<file path="src/rtl/accum_warp_looper_if.sv">
// Handshake bundle for accum_warp_looper: block descriptors in on src, warp
// points out on dst, plus the block-done pulse.
interface accum_warp_looper_if #(
  parameter int BW   = 16,
  parameter int DIM  = 2,
  parameter int IDBW = 3
);
  logic            src_rdy;
  logic            src_ack;
  logic [BW-1:0]   i_bofs     [DIM];
  logic [BW-1:0]   i_aofs_beg [DIM];
  logic [BW-1:0]   i_aofs_end [DIM];
  logic [IDBW-1:0] i_id_beg;
  logic [IDBW-1:0] i_id_end;

  logic            dst_rdy;
  logic            dst_ack;
  logic [BW-1:0]   o_bofs [DIM];
  logic [BW-1:0]   o_aofs [DIM];
  logic [IDBW-1:0] o_id_beg;
  logic [IDBW-1:0] o_id_end;
  logic            o_islast;
  logic            done_dval;

  modport slave (
    input  src_rdy, i_bofs, i_aofs_beg, i_aofs_end, i_id_beg, i_id_end, dst_ack,
    output src_ack, dst_rdy, o_bofs, o_aofs, o_id_beg, o_id_end, o_islast, done_dval
  );

  modport master (
    output src_rdy, i_bofs, i_aofs_beg, i_aofs_end, i_id_beg, i_id_end, dst_ack,
    input  src_ack, dst_rdy, o_bofs, o_aofs, o_id_beg, o_id_end, o_islast, done_dval
  );
endinterface

</file>
<file path="src/rtl/accum_warp_looper.sv">
// Walks every point of a DIM-dimensional accumulation range in odometer order,
// emitting one warp descriptor per point and a done pulse per block.
module accum_warp_looper #(
  parameter int BW   = 16,
  parameter int DIM  = 2,
  parameter int IDBW = 3
) (
  input  logic                 i_clk,
  input  logic                 i_rst,
  accum_warp_looper_if.slave   bus
);

  typedef enum logic {IDLE, RUN} state_t;

  state_t          state_q, state_d;
  logic [BW-1:0]   bofs_q   [DIM];
  logic [BW-1:0]   beg_q    [DIM];
  logic [BW-1:0]   end_q    [DIM];
  logic [BW-1:0]   aofs_q   [DIM];
  logic [BW-1:0]   aofs_nxt [DIM];
  logic [IDBW-1:0] id_beg_q, id_end_q;
  logic            done_q;
  logic            empty_blk, islast, src_xfer, dst_xfer, carry;
  logic [BW:0]     sum;

  // One extra bit so an end value of 2^BW-1 never wraps during compare.
  function automatic logic [BW:0] inc1(input logic [BW-1:0] v);
    return {1'b0, v} + {{BW{1'b0}}, 1'b1};
  endfunction

  always_comb begin
    empty_blk = 1'b0;
    for (int i = 0; i < DIM; i++)
      if (bus.i_aofs_beg[i] >= bus.i_aofs_end[i]) empty_blk = 1'b1;
  end

  always_comb begin
    islast = 1'b1;
    for (int i = 0; i < DIM; i++)
      if (inc1(aofs_q[i]) != {1'b0, end_q[i]}) islast = 1'b0;
  end

  // Innermost dimension counts first; a dimension hitting its end reloads and carries outward.
  always_comb begin
    aofs_nxt = aofs_q;
    carry    = 1'b1;
    sum      = '0;
    for (int i = DIM-1; i >= 0; i--) begin
      sum = carry ? inc1(aofs_q[i]) : {1'b0, aofs_q[i]};
      if (carry && (sum == {1'b0, end_q[i]})) begin
        aofs_nxt[i] = beg_q[i];
      end else begin
        aofs_nxt[i] = sum[BW-1:0];
        carry       = 1'b0;
      end
    end
  end

  always_ff @(posedge i_clk) begin
    if (i_rst) begin
      state_q <= IDLE;
      done_q  <= 1'b0;
    end else begin
      state_q <= state_d;
      done_q  <= src_xfer && empty_blk;
    end
  end

  always_comb begin
    state_d = state_q;
    case (state_q)
      IDLE:    if (src_xfer && !empty_blk) state_d = RUN;
      RUN:     if (dst_xfer && islast)     state_d = IDLE;
      default: state_d = IDLE;
    endcase
  end

  always_comb begin
    bus.src_ack   = !i_rst && (state_q == IDLE) && bus.src_rdy;
    bus.dst_rdy   = !i_rst && (state_q == RUN);
    src_xfer      = bus.src_ack;
    dst_xfer      = bus.dst_rdy && bus.dst_ack;
    bus.done_dval = !i_rst && (done_q || (dst_xfer && islast));
    bus.o_islast  = !i_rst && islast;
  end

  always_ff @(posedge i_clk) begin
    if (i_rst) begin
      for (int i = 0; i < DIM; i++) begin
        bofs_q[i] <= '0;
        beg_q[i]  <= '0;
        end_q[i]  <= '0;
        aofs_q[i] <= '0;
      end
      id_beg_q <= '0;
      id_end_q <= '0;
    end else if (src_xfer) begin
      bofs_q   <= bus.i_bofs;
      beg_q    <= bus.i_aofs_beg;
      end_q    <= bus.i_aofs_end;
      aofs_q   <= bus.i_aofs_beg;
      id_beg_q <= bus.i_id_beg;
      id_end_q <= bus.i_id_end;
    end else if (dst_xfer && !islast) begin
      aofs_q <= aofs_nxt;
    end
  end

  assign bus.o_bofs   = bofs_q;
  assign bus.o_aofs   = aofs_q;
  assign bus.o_id_beg = id_beg_q;
  assign bus.o_id_end = id_end_q;

endmodule

</file>
<file path="src/flat_wrapper.sv">
// flat-port wrapper written by rule: the top's interface ports become plain ports
module accum_warp_looper_flat 
#(
  parameter int BW   = 16,
  parameter int DIM  = 2,
  parameter int IDBW = 3
)
  (i_clk, i_rst, bus_src_rdy, bus_i_bofs, bus_i_aofs_beg, bus_i_aofs_end, bus_i_id_beg, bus_i_id_end, bus_dst_ack, bus_src_ack, bus_dst_rdy, bus_o_bofs, bus_o_aofs, bus_o_id_beg, bus_o_id_end, bus_o_islast, bus_done_dval);
  accum_warp_looper_if #(.BW(BW), .DIM(DIM), .IDBW(IDBW)) bus_i ();
  input  logic i_clk;
  input  logic i_rst;
  input wire logic [$bits(bus_i.src_rdy)-1:0] bus_src_rdy;
  input wire logic [$bits(bus_i.i_bofs)-1:0] bus_i_bofs;
  input wire logic [$bits(bus_i.i_aofs_beg)-1:0] bus_i_aofs_beg;
  input wire logic [$bits(bus_i.i_aofs_end)-1:0] bus_i_aofs_end;
  input wire logic [$bits(bus_i.i_id_beg)-1:0] bus_i_id_beg;
  input wire logic [$bits(bus_i.i_id_end)-1:0] bus_i_id_end;
  input wire logic [$bits(bus_i.dst_ack)-1:0] bus_dst_ack;
  output wire logic [$bits(bus_i.src_ack)-1:0] bus_src_ack;
  output wire logic [$bits(bus_i.dst_rdy)-1:0] bus_dst_rdy;
  output wire logic [$bits(bus_i.o_bofs)-1:0] bus_o_bofs;
  output wire logic [$bits(bus_i.o_aofs)-1:0] bus_o_aofs;
  output wire logic [$bits(bus_i.o_id_beg)-1:0] bus_o_id_beg;
  output wire logic [$bits(bus_i.o_id_end)-1:0] bus_o_id_end;
  output wire logic [$bits(bus_i.o_islast)-1:0] bus_o_islast;
  output wire logic [$bits(bus_i.done_dval)-1:0] bus_done_dval;
  assign bus_i.src_rdy = bus_src_rdy;
  assign bus_i.i_bofs = {>>{bus_i_bofs}};
  assign bus_i.i_aofs_beg = {>>{bus_i_aofs_beg}};
  assign bus_i.i_aofs_end = {>>{bus_i_aofs_end}};
  assign bus_i.i_id_beg = bus_i_id_beg;
  assign bus_i.i_id_end = bus_i_id_end;
  assign bus_i.dst_ack = bus_dst_ack;
  assign bus_src_ack = bus_i.src_ack;
  assign bus_dst_rdy = bus_i.dst_rdy;
  assign bus_o_bofs = {>>{bus_i.o_bofs}};
  assign bus_o_aofs = {>>{bus_i.o_aofs}};
  assign bus_o_id_beg = bus_i.o_id_beg;
  assign bus_o_id_end = bus_i.o_id_end;
  assign bus_o_islast = bus_i.o_islast;
  assign bus_done_dval = bus_i.done_dval;
  accum_warp_looper #(.BW(BW), .DIM(DIM), .IDBW(IDBW)) u_core (.i_clk(i_clk), .i_rst(i_rst), .bus(bus_i));
endmodule
</file>
<file path="config.mk">
export PLATFORM = sky130hd
export DESIGN_NAME = accum_warp_looper_flat
export DESIGN_NICKNAME = d
export VERILOG_FILES = /design/src/rtl/accum_warp_looper_if.sv /design/src/rtl/accum_warp_looper.sv /design/src/flat_wrapper.sv
export SDC_FILE = /design/constraint.sdc
export NUM_CORES = 1
export LEC_CHECK = 0
export ABC_AREA = 1
export BUFFER_PORTS_ARGS = -buffer_cell sky130_fd_sc_hd__buf_2
export CORE_ASPECT_RATIO = 1.1
export CORE_MARGIN = 2
export CORE_UTILIZATION = 56
export CTS_CLUSTER_DIAMETER = 80
export DETAILED_ROUTE_END_ITERATION = 12
export GPL_TIMING_DRIVEN = 0
export PLACE_DENSITY = 0.93
export RECOVER_POWER = 25
export SYNTH_ARGS = -nofsm -noshare
export SYNTH_HDL_FRONTEND = slang
export SYNTH_SLANG_ARGS = --single-unit
</file>
<file path="constraint.sdc">
create_clock -name i_clk -period 3.9 [get_ports i_clk]
set_clock_uncertainty 0.1 [all_clocks]
set_input_delay 0.39 -clock i_clk [delete_from_list [all_inputs] [get_ports i_clk]]
set_output_delay 0.39 -clock i_clk [all_outputs]
set_load 0.005 [all_outputs]
</file>
==> results.json <==
{
  "tightestPinTransition_ns": 0.6789,
  "multi_input_area_um2": 5086,
  "wirelength_um": 29320,
  "drv_slew": 0,
  "dp_hpwl_um": 22110,
  "start_util": 0.5735,
  "ys_warn_count": 0,
  "relSlewSlack": 0.5474,
  "fmax_mhz": 265.7,
  "hold_depth": 3,
  "p_seq_frac": 0.405,
  "wl_per_cell_um": 16.90,
  "setup-violations-final": 0,
  "stdcell_count": 1735,
  "layout.nets": 1666,
  "io_buffers": 178,
  "end_kind": "flop",
  "grt_pass1_wl_um": 46110,
  "final.min_clock_period_ns": 3.764,
  "avgSynthCellArea_um2": 6.501,
  "die_y_um": 134.2,
  "powerDensity_nw_per_um2": 384.7,
  "ctsHoldBuffers": 0,
  "netlist_instances": 1328,
  "cap_violations": 0,
  "cts.path.max_buffers": 2,
  "syn_nets": 1468,
  "viasPerCell": 5.727,
  "clk_pin_slew_ns": 0.07,
  "drtIter0Drc": 1116,
  "gp_congestion": 0.9961,
  "peakVddDrop_mv": 0.2883,
  "hold_path.class": "input port to flop",
  "ys_types": 44,
  "layout_common_cells": "372 x nand2_1, 183 x nand3_1, 156 x buf_2",
  "finalCritPeriodShare": 0.9650,
  "core_um2": 15050,
  "grt_max_degree": 17,
  "path_max_fanout": 10,
  "grtUsageTotal": 0.3605,
  "ios": 180,
  "ys_seq_area_frac": 0.3154,
  "place_inst": 1702,
  "status": "completed",
  "r2r_start": "u_core.bus.o_aofs[1]",
  "criticalPathCategory": "flop to flop",
  "synth_area_um2": 8633,
  "switching_share": 0.3364,
  "seq_area_um2": 2726,
  "cts_buffers": 17,
  "crit_path_start": "u_core.bus.o_aofs[1]",
  "htreeDepth": 4,
  "report.power.total_w": 0.003975,
  "area_delta_synth_final_pct": 19.68,
  "synth-seq-cells": 136,
  "fin_util": 0.6863,
  "dr_total_vias": 9937,
  "final_area_um2": 10330,
  "antenna_found_initial": 0,
  "drtPass1Iterations": 8,
  "placed_area_um2": 9769,
  "fp.dieW_um": 122.4,
  "grt_pass1_vias": 9600,
  "internal_power_w": 0.002638,
  "tritoncts": "done",
  "rsz0062_at_grt": "no",
  "cts_sinks": 136,
  "drive_gt1_frac": 0.1748,
  "p_leak_nw": 5.089,
  "cts-root-buf": "clkbuf_16",
  "clockPowerShare": 0.383,
  "p_sw_w": 0.001337,
  "die_area_um2": 16430,
  "reg2reg_depth": 21,
  "num-fill-cells": 1269,
  "insertion_delay_ns": 0.44,
  "critPathArrivalTime_ns": 4.03,
  "combPwrFrac": 0.212,
  "layout_commonest_cell": "nand2_1",
  "cp-start-kind": "flop",
  "finalHoldViolCount": 0,
  "diodes": 0,
  "rows": 47,
  "ant_nets": 0,
  "grt.overflow.total": 0,
  "drc": 0,
  "hold_start": "bus_i_bofs[15]",
  "fin_tns_setup_ns": 0,
  "cp.required_ns": 4.16
}
cell usage after synthesis, drive strengths merged:
| cell | number | area share |
|---|---|---|
| a2111oi | 2 | 0.0020 |
| a211oi | 1 | 0.00087 |
| a21boi | 16 | 0.014 |
| a21o | 1 | 0.00087 |
| a21oi | 62 | 0.040 |
| a22oi | 1 | 0.00087 |
| a31oi | 1 | 0.00073 |
| and3 | 1 | 0.00073 |
| buf | 13 | 0.011 |
| clkbuf | 47 | 0.020 |
| clkinv | 3 | 0.0014 |
| dfxtp | 136 | 0.32 |
| ha | 34 | 0.049 |
| inv | 151 | 0.066 |
| nand2 | 391 | 0.18 |
| nand3 | 199 | 0.12 |
| nand3b | 11 | 0.0096 |
| nand4 | 18 | 0.013 |
| nor2 | 96 | 0.053 |
| nor3 | 13 | 0.0075 |
| nor3b | 1 | 0.00087 |
| nor4 | 2 | 0.0022 |
| o211ai | 1 | 0.00087 |
| o21a | 3 | 0.0026 |
| o21ai | 86 | 0.050 |
| o21bai | 18 | 0.016 |
| or2 | 2 | 0.0014 |
| or4 | 1 | 0.00087 |
| xnor2 | 2 | 0.0020 |
| xor2 | 15 | 0.015 |
routing by layer:
| layer | vias up | share of wire | track usage |
|---|---|---|---|
| li1 | 4715 | - | - |
| met3 | 139 | 0.12 | 0.09864 |
| met4 | 0 | 0.050 | 0.1980 |
| met2 | 646 | 0.46 | 0.5802 |
| met5 | - | 0 | 0 |
| met1 | 4437 | 0.37 | 0.4329 |
cells by family (layout without fill, tap and decap cells):
| kind of cell | after synthesis | count (layout) | synth area share |
|---|---|---|---|
| buffers and inverters | 214 | 425 | 0.09855 |
| xor gates and xnor gates | 17 | 17 | 0.01725 |
| AOI/OAI and AO/OA | 192 | 192 | 0.1290 |
| DFF | 136 | 136 | 0.3154 |
| and+or+nand+nor | 735 | 735 | 0.3906 |
| adders and majority gates | 34 | 34 | 0.04928 |
path summary, 6_finish.rpt:
path         slack (ns)               endpoint
max                0.14  u_core.bus.o_aofs[21]
min                0.04  u_core.bus.o_bofs[15]
max reg2reg        0.14  u_core.bus.o_aofs[21]
min reg2reg        0.36        u_core.beg_q[0]
final cells by class:
cell class | instances | share of cell area
Multi-Input combinational cell | 978 | 0.4923
Tap cell | 196 | 0.02373
Inverter | 154 | 0.05607
Timing Repair Buffer | 179 | 0.08368
Sequential cell | 136 | 0.2639
Clock inverter | 14 | 0.01114
Clock buffer | 18 | 0.04250
Buffer | 60 | 0.02676
registers in the layout, summed over array words and instances (netlist names):
name,count
u_core.beg_q,32
u_core.bus.o_aofs,32
u_core.bus.o_bofs,32
u_core.end_q,32
u_core.bus.o_id_beg,3
u_core.bus.o_id_end,3
u_core.done_q,1
u_core.state_q,1
stage by stage:
step | hold slack [ns] | setup WS [ns]
global route | 0.03440 | 0.006501
detailed placement | 0.3553 | -0.006379
floorplan | 0.3422 | 0.9343
finish | 0.04027 | 0.1364
CTS | 0.04330 | 0.07416
global placement | 0.3488 | 0.01743
critical path, cell delays in order, from the launching register on:
cell and delay [ns]:
dfxtp_1 0.42, ha_1 0.25, nand3_1 0.15, nor2_2 0.28, nand2_1 0.11, nand3_1 0.13
inv_1 0.05, nor2_1 0.12, nand3b_1 0.15, nor2_4 0.25, buf_4 0.26, nand3_1 0.11
nand3_1 0.09, nand2_1 0.06, nor2_1 0.16, nand2_1 0.13, nor2_4 0.27, nand2_4 0.13
buf_6 0.18, nand2_2 0.08, nand3_2 0.07, a21oi_2 0.14
power groups by stage:
stage | registers, W | logic [W] | clock network (W)
floorplan | 0.00160 | 0.000532 | 0
finish | 0.00161 | 0.000841 | 0.00152
global route | 0.00162 | 0.000933 | 0.00158
global placement | 0.00163 | 0.000790 | 0
detailed placement | 0.00163 | 0.000814 | 0
CTS | 0.00160 | 0.000826 | 0.00151
repair_timing:
item / 4_1_cts / 5_1_grt
gates resized for setup: 1 / 14
setup endpoints to repair: 7 / 34
setup buffers: 0 / 1
pin swaps: 0 / 3
Power figures use the tool's default switching activity.
